$ cat config.mk
export PLATFORM = sky130hd
export DESIGN_NAME = serial_add_ctrl_flat
export DESIGN_NICKNAME = d
export VERILOG_FILES = /design/src/rtl/serial_add_ctrl_if.sv /design/src/rtl/serial_add_ctrl.sv /design/src/flat_wrapper.sv
export SDC_FILE = /design/constraint.sdc
export NUM_CORES = 1
export LEC_CHECK = 0
export BUFFER_PORTS_ARGS = -buffer_cell sky130_fd_sc_hd__buf_2
export CORE_ASPECT_RATIO = 2
export CORE_MARGIN = 10
export CORE_UTILIZATION = 52
export CTS_CLUSTER_DIAMETER = 60
export DETAILED_ROUTE_END_ITERATION = 6
export GPL_ROUTABILITY_DRIVEN = 0
export PLACE_DENSITY = 0.78
export SYNTH_ARGS = -nofsm -noshare
export SYNTH_HDL_FRONTEND = slang
export SYNTH_SLANG_ARGS = --single-unit
$ cat constraint.sdc
create_clock -name clk -period 1.8 [get_ports clk]
set_input_delay 0.36 -clock clk [delete_from_list [all_inputs] [get_ports clk]]
set_output_delay 0.36 -clock clk [all_outputs]
set_load 0.02 [all_outputs]
$ cat src/rtl/serial_add_ctrl_if.sv
// Start/done handshake and operand/result bus of the bit-serial adder controller.
//   start, a, b, cin : request side, driven by the requester (master)
//   busy, done       : controller status, done is a one-cycle result-valid pulse
//   sum, cout        : result, held until the next accepted start
interface serial_add_ctrl_if #(
  parameter int unsigned WIDTH = 8
) ();

  logic             start;
  logic [WIDTH-1:0] a;
  logic [WIDTH-1:0] b;
  logic             cin;
  logic             busy;
  logic             done;
  logic [WIDTH-1:0] sum;
  logic             cout;

  modport master (
    output start, a, b, cin,
    input  busy, done, sum, cout
  );

  modport slave (
    input  start, a, b, cin,
    output busy, done, sum, cout
  );

endinterface

$ cat src/rtl/serial_add_ctrl.sv
// Bit-serial adder controller: adds two WIDTH-bit operands LSB first, one bit per
// clock, through an external combinational 1-bit full adder.
//   clk, rst            : clock (rising edge), asynchronous active-high reset
//   bus (slave)         : start/a/b/cin request, busy/done/sum/cout result
//   fa_a, fa_b, fa_c0   : operand bits and carry presented to the full adder
//   fa_s, fa_c1         : sum and carry-out returned by the full adder
module serial_add_ctrl #(
  parameter int unsigned WIDTH = 8
) (
  input  logic             clk,
  input  logic             rst,
  serial_add_ctrl_if.slave bus,
  output logic             fa_a,
  output logic             fa_b,
  output logic             fa_c0,
  input  logic             fa_s,
  input  logic             fa_c1
);

  localparam int unsigned CNT_W = $clog2(WIDTH) + 1;

  typedef enum logic [1:0] {
    S_IDLE = 2'd0,
    S_RUN  = 2'd1,
    S_DONE = 2'd2
  } state_t;

  state_t           state_q, state_d;
  logic [WIDTH-1:0] a_sh_q, a_sh_d;
  logic [WIDTH-1:0] b_sh_q, b_sh_d;
  logic [WIDTH-1:0] sum_q, sum_d;
  logic [CNT_W-1:0] cnt_q, cnt_d;
  logic             carry_q, carry_d;
  logic             cout_q, cout_d;
  logic             busy_q, busy_d;
  logic             done_q, done_d;

  // Next-state and datapath update
  always_comb begin
    state_d = state_q;
    a_sh_d  = a_sh_q;
    b_sh_d  = b_sh_q;
    sum_d   = sum_q;
    cnt_d   = cnt_q;
    carry_d = carry_q;
    cout_d  = cout_q;
    busy_d  = busy_q;
    done_d  = 1'b0;

    case (state_q)
      S_IDLE: begin
        if (bus.start) begin
          a_sh_d  = bus.a;
          b_sh_d  = bus.b;
          carry_d = bus.cin;
          cnt_d   = '0;
          sum_d   = '0;
          cout_d  = 1'b0;
          busy_d  = 1'b1;
          state_d = S_RUN;
        end
      end

      S_RUN: begin
        // New sum bit enters at the MSB so the LSB lands at bit 0 after WIDTH shifts
        sum_d   = (sum_q >> 1) | (WIDTH'(fa_s) << (WIDTH - 1));
        carry_d = fa_c1;
        a_sh_d  = a_sh_q >> 1;
        b_sh_d  = b_sh_q >> 1;
        cnt_d   = cnt_q + CNT_W'(1);
        if (cnt_q == CNT_W'(WIDTH - 1)) begin
          cout_d  = fa_c1;
          done_d  = 1'b1;
          state_d = S_DONE;
        end
      end

      S_DONE: begin
        busy_d  = 1'b0;
        state_d = S_IDLE;
      end

      default: begin
        busy_d  = 1'b0;
        state_d = S_IDLE;
      end
    endcase
  end

  // State and output registers
  always_ff @(posedge clk or posedge rst) begin
    if (rst) begin
      state_q <= S_IDLE;
      a_sh_q  <= '0;
      b_sh_q  <= '0;
      sum_q   <= '0;
      cnt_q   <= '0;
      carry_q <= 1'b0;
      cout_q  <= 1'b0;
      busy_q  <= 1'b0;
      done_q  <= 1'b0;
    end else begin
      state_q <= state_d;
      a_sh_q  <= a_sh_d;
      b_sh_q  <= b_sh_d;
      sum_q   <= sum_d;
      cnt_q   <= cnt_d;
      carry_q <= carry_d;
      cout_q  <= cout_d;
      busy_q  <= busy_d;
      done_q  <= done_d;
    end
  end

  // Full-adder inputs come straight from flops and are gated to 0 outside RUN
  assign fa_a  = (state_q == S_RUN) & a_sh_q[0];
  assign fa_b  = (state_q == S_RUN) & b_sh_q[0];
  assign fa_c0 = (state_q == S_RUN) & carry_q;

  assign bus.busy = busy_q;
  assign bus.done = done_q;
  assign bus.sum  = sum_q;
  assign bus.cout = cout_q;

endmodule

$ cat src/flat_wrapper.sv
// flat-port wrapper written by rule: the top's interface ports become plain ports
module serial_add_ctrl_flat 
#(
  parameter int unsigned WIDTH = 8
)
  (clk, rst, fa_a, fa_b, fa_c0, fa_s, fa_c1, bus_start, bus_a, bus_b, bus_cin, bus_busy, bus_done, bus_sum, bus_cout);
  serial_add_ctrl_if #(.WIDTH(WIDTH)) bus_i ();
  input  logic clk;
  input  logic rst;
  output logic fa_a;
  output logic fa_b;
  output logic fa_c0;
  input  logic fa_s;
  input  logic fa_c1;
  input wire logic [$bits(bus_i.start)-1:0] bus_start;
  input wire logic [$bits(bus_i.a)-1:0] bus_a;
  input wire logic [$bits(bus_i.b)-1:0] bus_b;
  input wire logic [$bits(bus_i.cin)-1:0] bus_cin;
  output wire logic [$bits(bus_i.busy)-1:0] bus_busy;
  output wire logic [$bits(bus_i.done)-1:0] bus_done;
  output wire logic [$bits(bus_i.sum)-1:0] bus_sum;
  output wire logic [$bits(bus_i.cout)-1:0] bus_cout;
  assign bus_i.start = bus_start;
  assign bus_i.a = bus_a;
  assign bus_i.b = bus_b;
  assign bus_i.cin = bus_cin;
  assign bus_busy = bus_i.busy;
  assign bus_done = bus_i.done;
  assign bus_sum = bus_i.sum;
  assign bus_cout = bus_i.cout;
  serial_add_ctrl #(.WIDTH(WIDTH)) u_core (.clk(clk), .rst(rst), .bus(bus_i), .fa_a(fa_a), .fa_b(fa_b), .fa_c0(fa_c0), .fa_s(fa_s), .fa_c1(fa_c1));
endmodule
==> out/metrics.cfg, run 1 <==
[route]
vias=1117
drtAntennaViolNets=0
routedWlPerCell_um=15.71
drc=0
drt_iter0_drc=43
drtPass1Iterations=6
viasPerCell=5.502
wirelength_mm=3.190

[sta]
fin_ws_ns=0.1064
max_freq_mhz=590.4
rsz0062_at_grt=false
fin_crit_ns=1.694
final_hold_viol_count=0
drv_slew=0
clock_skew_ns=0.009330
timing.setup.tns_ns=0
relSlewSlack_pct=72.93
period_share_pct=94.09
setup_viol=0
worstMarginPinSlew_ns=0.4061

[setup_path]
path_max_fanout=8
critical-path-top-delay-family=flip-flops
crit_path_cell_trace=nor2b_4, and2_1, buf_2
slowest_delay_ns=0.49
end_kind=output port
setup.worst_path.class=reg2out
worst-path-buf-inv=1
cp_slowest_cell=dfrtp_1
arrival_ns=1.33
start_kind=flop
critPathRequiredTime_ns=1.44

[placement]
portBuffers=35
place_hpwl_mm=2.373
dpl_worst_slack_ns=0.2123

[synthesis]
yosysTopAreaCellShare_pct=57.24
syn_area_um2=1486
synth_nets=154
synth_top_area_cell=dfrtp_1
yosysUniqueCellTypes=25
synth-seq-cells=34
netlist_instances=131
synth_warnings=0
synth_most_common_cell=dfrtp_1
synth_ff_type=dfrtp_1
syn_area_per_cell_um2=11.35
synthTopCellsByArea=dfrtp_1, mux2i_1, a22o_1, o21ai_1, nand2_1
netlist_top_cells_count=dfrtp_1, nand2_1, mux2i_1, o21ai_1, a22o_1
synth_edf_count=0
ys_seq_area_share_pct=57.24
async_reset_ff_share_pct=100.0

[floorplan]
ios=36
die_h_um=95.61
start_util_pct=54.32
die_area_um2=5527
num_rows=27
core_region_area_um2=2736
die_w_um=57.81

[power_and_ir_drop]
powerDensity_nw_per_um2=1762
power_frac_clock_pct=18.2
power_frac_comb_pct=40.0
netSwitchingFraction_pct=37.73
power_switching_mw=1.193
leakagePower_nw=0.9774
peakVddDrop_mv=0.9542
p_seq_share_pct=41.9
internal_power_mw=1.968

[global_route]
grt_pass1_vias=1175
antenna_found_initial=0
grt-ovfl-total=0
grt_max_degree=35
grt_pass1_wl_mm=5.209
track_usage_pct=11.95

[cts]
cts_buffers=5
htree_num_levels=2
cts.sinks=34
path_clk_slew_ns=0.07
cts_tree=yes
root_buffer=clkbuf_8
clock_latency_ns=0.29
ctsResizeCount=0
clockBufferDepth=2

[final_layout]
regArea_um2=850.8
final_core_util_pct=65.57
multi_input_area_um2=561.8
n_fill_cell=223
area_growth_pct=20.71
layout.nets=196
n_antenna_cell=0
drive_gt1_share_pct=30.46

[hold_path]
min_path_type=in2async

[outcome]
status=finished clean

[run]
cap_violations=0

[per-layer routing]
metal  global-route usage (%)  vias to the layer above  part of all wire [%]
li1                         -                      545                     -
met1                    11.87                      531                    39
met2                    19.87                       34                    52
met3                    5.193                        7                   7.2
met4                    7.283                        0                   2.0
met5                        0                        -                     0
[worst paths after layout]
check | start | cells after the start | slack [ns] | end
hold / removal | rst | 3 | 0.14 | u_core.bus.sum[3]
hold reg to reg | u_core.a_sh_q[0] | 2 | 0.48 | u_core.a_sh_q[0]
setup reg to reg | u_core.state_q[0] | 5 | 0.25 | u_core.carry_q
setup / recovery | u_core.state_q[0] | 3 | 0.11 | fa_b
max in group asynchronous | rst | 3 | 1.35 | u_core.a_sh_q[5]
min in group clk | fa_s | 2 | 0.30 | u_core.bus.sum[7]
[registers in the layout, summed over array words and instances, names as in the netlist]
name	count
u_core.bus.sum	8
u_core.b_sh_q	8
u_core.carry_q	1
u_core.bus.busy	1
u_core.state_q	2
u_core.bus.cout	1
u_core.a_sh_q	8
u_core.cnt_q	4
u_core.bus.done	1
[tightest hold or removal path, delay by kind of cell]
kind     cells  cell delay, ns
buf+inv      3            0.50
[placed cells by master (no fill, tap or decap), types with 2 or more instances in the layout]
cell | netlist | layout
nor2_1 | 5 | 5
buf_4 | 1 | 8
buf_2 | 2 | 35
a22o_1 | 9 | 9
o21ai_0 | 3 | 3
a21oi_1 | 2 | 2
nor2b_1 | 2 | 2
a22oi_1 | 2 | 2
dfrtp_1 | 34 | 34
nand2_1 | 19 | 19
inv_1 | 4 | 4
clkbuf_8 | 0 | 6
o21ai_1 | 15 | 15
mux2i_1 | 16 | 16
and2_1 | 3 | 3
[cell families (layout without fill, tap and decap cells)]
group / Yosys count / after routing / synth area share [%]
DFF: 34 / 34 / 57.24
buffers and inverters: 12 / 55 / 4.966
muxes: 16 / 16 / 10.77
AOI/OAI and AO/OA: 36 / 36 / 16.16
and+or+nand+nor: 32 / 32 / 10.02
adders and majority gates: 1 / 1 / 0.8416
[power groups by stage]
| stage | Clock, mW | Sequential [mW] | Combinational, mW |
|---|---|---|---|
| global placement | 0 | 1.30 | 1.18 |
| finish | 0.575 | 1.32 | 1.26 |
| floorplan | 0 | 1.38 | 0.851 |
| detailed placement | 0 | 1.33 | 1.24 |
| CTS | 0.586 | 1.32 | 1.29 |
| global route | 0.616 | 1.36 | 1.40 |
[repair_timing]
item                                   4_1_cts  5_1_grt
setup endpoints to repair                    3        0
hold buffers                                 0        0
endpoints found under the hold margin        0        0
setup buffers                                3        0
[area by class of cell]
type | instances | area share (%)
clock buffer | 6 | 4.603
clock inverter | 2 | 0.6974
inverter | 4 | 0.8368
multi-input combinational | 85 | 31.31
sequential | 34 | 47.42
tap | 29 | 2.022
timing repair buffer | 43 | 13.11
[metrics by stage]
step / instances / cell area (µm²) / power (mW) / hold WS [ns]
after global routing: 203 / 1794 / 3.375 / 0.1896
after global placement: 192 / 1677 / 2.486 / 0.4592
after CTS: 203 / 1794 / 3.194 / 0.1538
after detailed placement: 192 / 1677 / 2.567 / 0.4696
final: 203 / 1794 / 3.161 / 0.1432
after floorplan: 131 / 1486 / 2.236 / 0.4435
(Power assumes the default switching activity.)
==> inputs of run 2 (changes only) <==
==> constraint.sdc (replaced) <==
create_clock -name clk -period 1.87 [get_ports clk]
set_input_delay 0.374 -clock clk [delete_from_list [all_inputs] [get_ports clk]]
set_output_delay 0.374 -clock clk [all_outputs]
set_load 0.02 [all_outputs]
==> out/metrics.cfg, run 2 (synthesis gave the netlist of run 1 again) <==
[outcome]
status=finished clean

[final_layout]
final_cell_mix=buf_2, dfrtp_1, nand2_1, mux2i_1, o21ai_1
area_growth_pct=20.71  ; unchanged
layout.nets=194  ; -1.0%
n_antenna_cell=0  ; unchanged
layout_commonest_cell=buf_2
drive_gt1_share_pct=29.65  ; -0.81 points
final_cells=201  ; -0.99%
stdcell_area_um2=1794  ; unchanged

[cts]
path_clk_slew_ns=0.07  ; about the same
cts_buffers=5  ; unchanged
ctsResizeCount=0  ; unchanged
htree_num_levels=2  ; unchanged
root_buffer=clkbuf_8
clockBufferDepth=2  ; unchanged
cts.sinks=34  ; unchanged
cts_tree=yes
cts_hold_buf=0  ; unchanged
clock_latency_ns=0.29  ; about the same

[sta]
clock_skew_ns=0.006332  ; -0.002997 ns
period_share_pct=91.58
drv_slew=0  ; unchanged
rsz0062_at_grt=false
timing.setup.tns_ns=0  ; unchanged
final_hold_viol_count=0  ; unchanged
max_freq_mhz=583.9
fin_crit_ns=1.712
setup_viol=0  ; unchanged
worstMarginPinSlew_ns=0.4127  ; +0.006614 ns
relSlewSlack_pct=72.49  ; -0.44 points

[global_route]
antenna_found_initial=0  ; unchanged
grt_pass1_vias=1169  ; -0.51%
track_usage_pct=11.67  ; -0.29 points
grt_max_degree=35  ; unchanged
grt_pass1_wl_mm=5.147  ; -1.2%
grt-ovfl-total=0  ; unchanged

[setup_path]
start_kind=flop
arrival_ns=1.34  ; about the same
crit_path_cell_trace=nor2b_4, and2_1, buf_2
cp_slowest_cell=dfrtp_1
worst-path-buf-inv=1  ; unchanged
critPathRequiredTime_ns=1.50  ; +0.06 ns
setup.worst_path.class=reg2out
critical-path-top-delay-family=flip-flops
end_kind=output port
path_max_fanout=8  ; unchanged
slowest_delay_ns=0.50  ; about the same

[route]
drtPass1Iterations=4  ; -2
wirelength_mm=2.999  ; -6.0%
drt_iter0_drc=40  ; -7.0%
viasPerCell=5.592  ; +1.6%
routedWlPerCell_um=14.92  ; -5.1%
vias=1124  ; +0.63%
drc=0  ; unchanged
drtAntennaViolNets=0  ; unchanged

[floorplan]
die_h_um=95.61  ; unchanged
ios=36  ; unchanged
die_w_um=57.81  ; unchanged
num_rows=27  ; unchanged
start_util_pct=54.32  ; unchanged
core_region_area_um2=2736  ; unchanged
die_area_um2=5527  ; unchanged

[power_and_ir_drop]
powerDensity_nw_per_um2=1710  ; -2.9%
peakVddDrop_mv=0.8463  ; -11%
leakagePower_nw=0.9789  ; +0.16%

[placement]
placed_area_um2=1677  ; unchanged
portBuffers=35  ; unchanged
dp.cells=192  ; unchanged
place_hpwl_mm=2.295  ; -3.3%

[hold_path]
min_path_type=in2async

[run]
cap_violations=0  ; unchanged

-- run 2: layout make-up --
class | count | area (µm²)
Timing Repair Buffer | 41 | 220.2
Fill cell | 212 | 942.2
Sequential cell | 34 | 850.8
Tap cell | 29 | 36.28
Clock buffer | 8 | 110.1
Multi-Input combinational cell | 85 | 561.8
Inverter | 4 | 15.01
-- run 2: path summary, 6_finish.rpt --
kind                                   start                 to  slack (ns)  cells past startpoint
max reg2reg                u_core.state_q[0]   u_core.a_sh_q[0]        0.44                      4
min                                      rst  u_core.bus.sum[6]        0.16                      3
max in group asynchronous                rst   u_core.b_sh_q[2]        1.40                      3
min reg2reg                 u_core.b_sh_q[5]   u_core.b_sh_q[5]        0.49                      2
max                        u_core.state_q[0]               fa_a        0.16                      3
min in group clk                        fa_s  u_core.bus.sum[7]        0.31                      2
-- run 2: tightest hold or removal path, cell delays in order --
cell and delay (ns):
buf_2 0.09, inv_1 0.04, buf_4 0.36
-- run 2: power breakdown --
part	switching (mW)	internal (mW)	total (mW)	leakage, nW
Sequential	0.224	1.04	1.27	0.429
Combinational	0.646	0.532	1.18	0.492
Clock	0.250	0.371	0.621	0.0575
-- run 2: repair_timing --
action,in CTS,in global routing
setup buffers,0,1
setup endpoints to repair,0,3
hold endpoints to repair,0,0
-- run 2: routing by layer --
| layer | GRT usage (%) | up-vias | routed length (µm) |
|---|---|---|---|
| met5 | 0 | - | 0 |
| met1 | 11.90 | 538 | 1143 |
| met3 | 5.459 | 9 | 269 |
| met4 | 7.087 | 0 | 89 |
| met2 | 18.79 | 38 | 1496 |
| li1 | - | 539 | - |
-- run 2: metrics by stage --
stage                     util [%]  power, mW  hold slack, ns  worst slack, ns
final                        65.57      3.068          0.1638           0.1575
after global routing         65.57      3.299          0.2137          0.07950
after CTS                    65.29      3.093          0.1703         0.001904
after detailed placement     61.27      2.466          0.4799           0.3133
after global placement       61.27      2.398          0.4671           0.3695
after floorplan                  -      2.152          0.4435           0.3583
==> inputs of run 3 (changes only) <==
==> constraint.sdc (replaced) <==
create_clock -name clk -period 1.87 [get_ports clk]
set_input_delay 0.374 -clock clk [delete_from_list [all_inputs] [get_ports clk]]
set_output_delay 0.374 -clock clk [all_outputs]
set_load 0.01 [all_outputs]
==> out/metrics.cfg, run 3 (synthesis gave the netlist of run 1 again) <==
[global_route]
grt_max_degree=42  ; +20%
antenna_found_initial=0  ; unchanged
grt_pass1_vias=1183  ; +1.2%
grt-ovfl-total=0  ; unchanged
track_usage_pct=12.20  ; +0.53 points
grt_pass1_wl_mm=5.292  ; +2.8%

[route]
drt_iter0_drc=27  ; -33%
drtPass1Iterations=4  ; unchanged
drc=0  ; unchanged
routedWlPerCell_um=15.57  ; +4.3%
viasPerCell=5.415  ; -3.2%
top_layer_used=met4
vias=1083  ; -3.6%
wirelength_mm=3.113  ; +3.8%
routed-wl-met2_mm=1.705  ; +14%
drtAntennaViolNets=0  ; unchanged
wl_met1_mm=1.115  ; -2.4%
dr_wl_met3_um=243  ; -9.7%

[cts]
cts_tree=yes
ctsResizeCount=0  ; unchanged
clockBufferDepth=2  ; unchanged
clock_latency_ns=0.28  ; about the same
htree_num_levels=2  ; unchanged
root_buffer=clkbuf_8
path_clk_slew_ns=0.06  ; about the same
cts_setup_buffers=0  ; unchanged
cts_buffers=5  ; unchanged
cts.sinks=34  ; unchanged
cts_hold_buf=0  ; unchanged

[sta]
timing.setup.tns_ns=0  ; unchanged
setup_viol=0  ; unchanged
hold_ws_ns=0.1727  ; +0.008920 ns
worstMarginPinSlew_ns=0.4248  ; +0.01211 ns
rsz0062_at_grt=false
max_freq_mhz=572.2  ; -2.0%
clock_skew_ns=0.003863  ; -0.002469 ns
relSlewSlack_pct=71.68  ; -0.81 points
drv_slew=0  ; unchanged
final_hold_viol_count=0  ; unchanged
period_share_pct=93.46  ; +1.9 points
fin_crit_ns=1.748  ; +0.03516 ns

[setup_path]
arrival_ns=1.37  ; +0.03 ns
critPathRequiredTime_ns=1.50  ; about the same
r2r_slack_ns=0.41  ; -0.03 ns
path_max_fanout=10  ; +2
setup.worst_path.class=reg2out
start_kind=flop
end_kind=output port

[final_layout]
n_antenna_cell=0  ; unchanged
layout_commonest_cell=buf_2
stdcell_area_um2=1780  ; -0.77%
layout.nets=193  ; -0.52%
area_growth_pct=19.78
drive_gt1_share_pct=28.65  ; -1.0 points
final_cell_mix=buf_2, dfrtp_1, nand2_1, mux2i_1, o21ai_1

[outcome]
status=finished clean

[power_and_ir_drop]
leakagePower_nw=0.9674  ; -1.2%
powerDensity_nw_per_um2=1634  ; -4.4%
peakVddDrop_mv=0.8162  ; -3.5%

[placement]
place_hpwl_mm=2.344  ; +2.1%
placed_area_um2=1689  ; +0.75%
portBuffers=35  ; unchanged

[floorplan]
ios=36  ; unchanged
die_w_um=57.81  ; unchanged
num_rows=27  ; unchanged
die_h_um=95.61  ; unchanged
die_area_um2=5527  ; unchanged
core_region_area_um2=2736  ; unchanged
start_util_pct=54.32  ; unchanged

[hold_path]
min_path_type=in2async

[run]
cap_violations=0  ; unchanged

## run 3: cell count changes in the layout (fill, tap and decap cells not counted)
| cell | delta |
|---|---|
| clkbuf_8 | -2 |
| buf_12 | +1 |
| clkinv_2 | +1 |
| buf_4 | -2 |
| clkbuf_1 | +1 |
## run 3: final timing paths
kind	startpoint	end	depth (start not counted)
setup / recovery	u_core.state_q[0]	fa_c0	3
hold / removal	rst	u_core.bus.sum[3]	3
setup reg to reg	u_core.state_q[0]	u_core.a_sh_q[6]	4
hold reg to reg	u_core.a_sh_q[6]	u_core.a_sh_q[6]	2
max in group asynchronous	rst	u_core.a_sh_q[4]	3
min in group clk	fa_s	u_core.bus.sum[7]	2
## run 3: final cells by class
type | instances | area, µm²
Clock buffer | 7 | 86.33
Clock inverter | 1 | 5.005
Fill cell | 222 | 955.9
Inverter | 4 | 15.01
Multi-Input combinational cell | 85 | 561.8
Sequential cell | 34 | 850.8
Tap cell | 29 | 36.28
Timing Repair Buffer | 40 | 225.2
## run 3: worst max-delay path, cell delays in order (launching register included)
cell and delay [ns]:
dfrtp_1 0.48, nor2b_4 0.33, and2_1 0.16, buf_2 0.12
## run 3: power by group
part	switching, mW	internal, mW
Combinational	0.559	0.541
Sequential	0.226	1.04
Clock	0.242	0.296
Total	1.03	1.88
## run 3: routing by layer
metal	vias to the layer above	global-route usage, %
met5	-	0
met4	0	6.496
met3	5	5.593
met2	28	21.49
met1	516	11.24
li1	534	-
## run 3: through the flow
step	std cells	power (mW)	setup WS (ns)	utilization (%)
2_1_floorplan	131	2.053	0.4241	-
3_3_place_gp	192	2.319	0.4607	61.73
3_5_place_dp	192	2.398	0.4161	61.73
4_1_cts	200	2.959	0.1069	65.07
5_1_grt	200	3.145	0.01831	65.07
6_report	200	2.909	0.1223	65.07
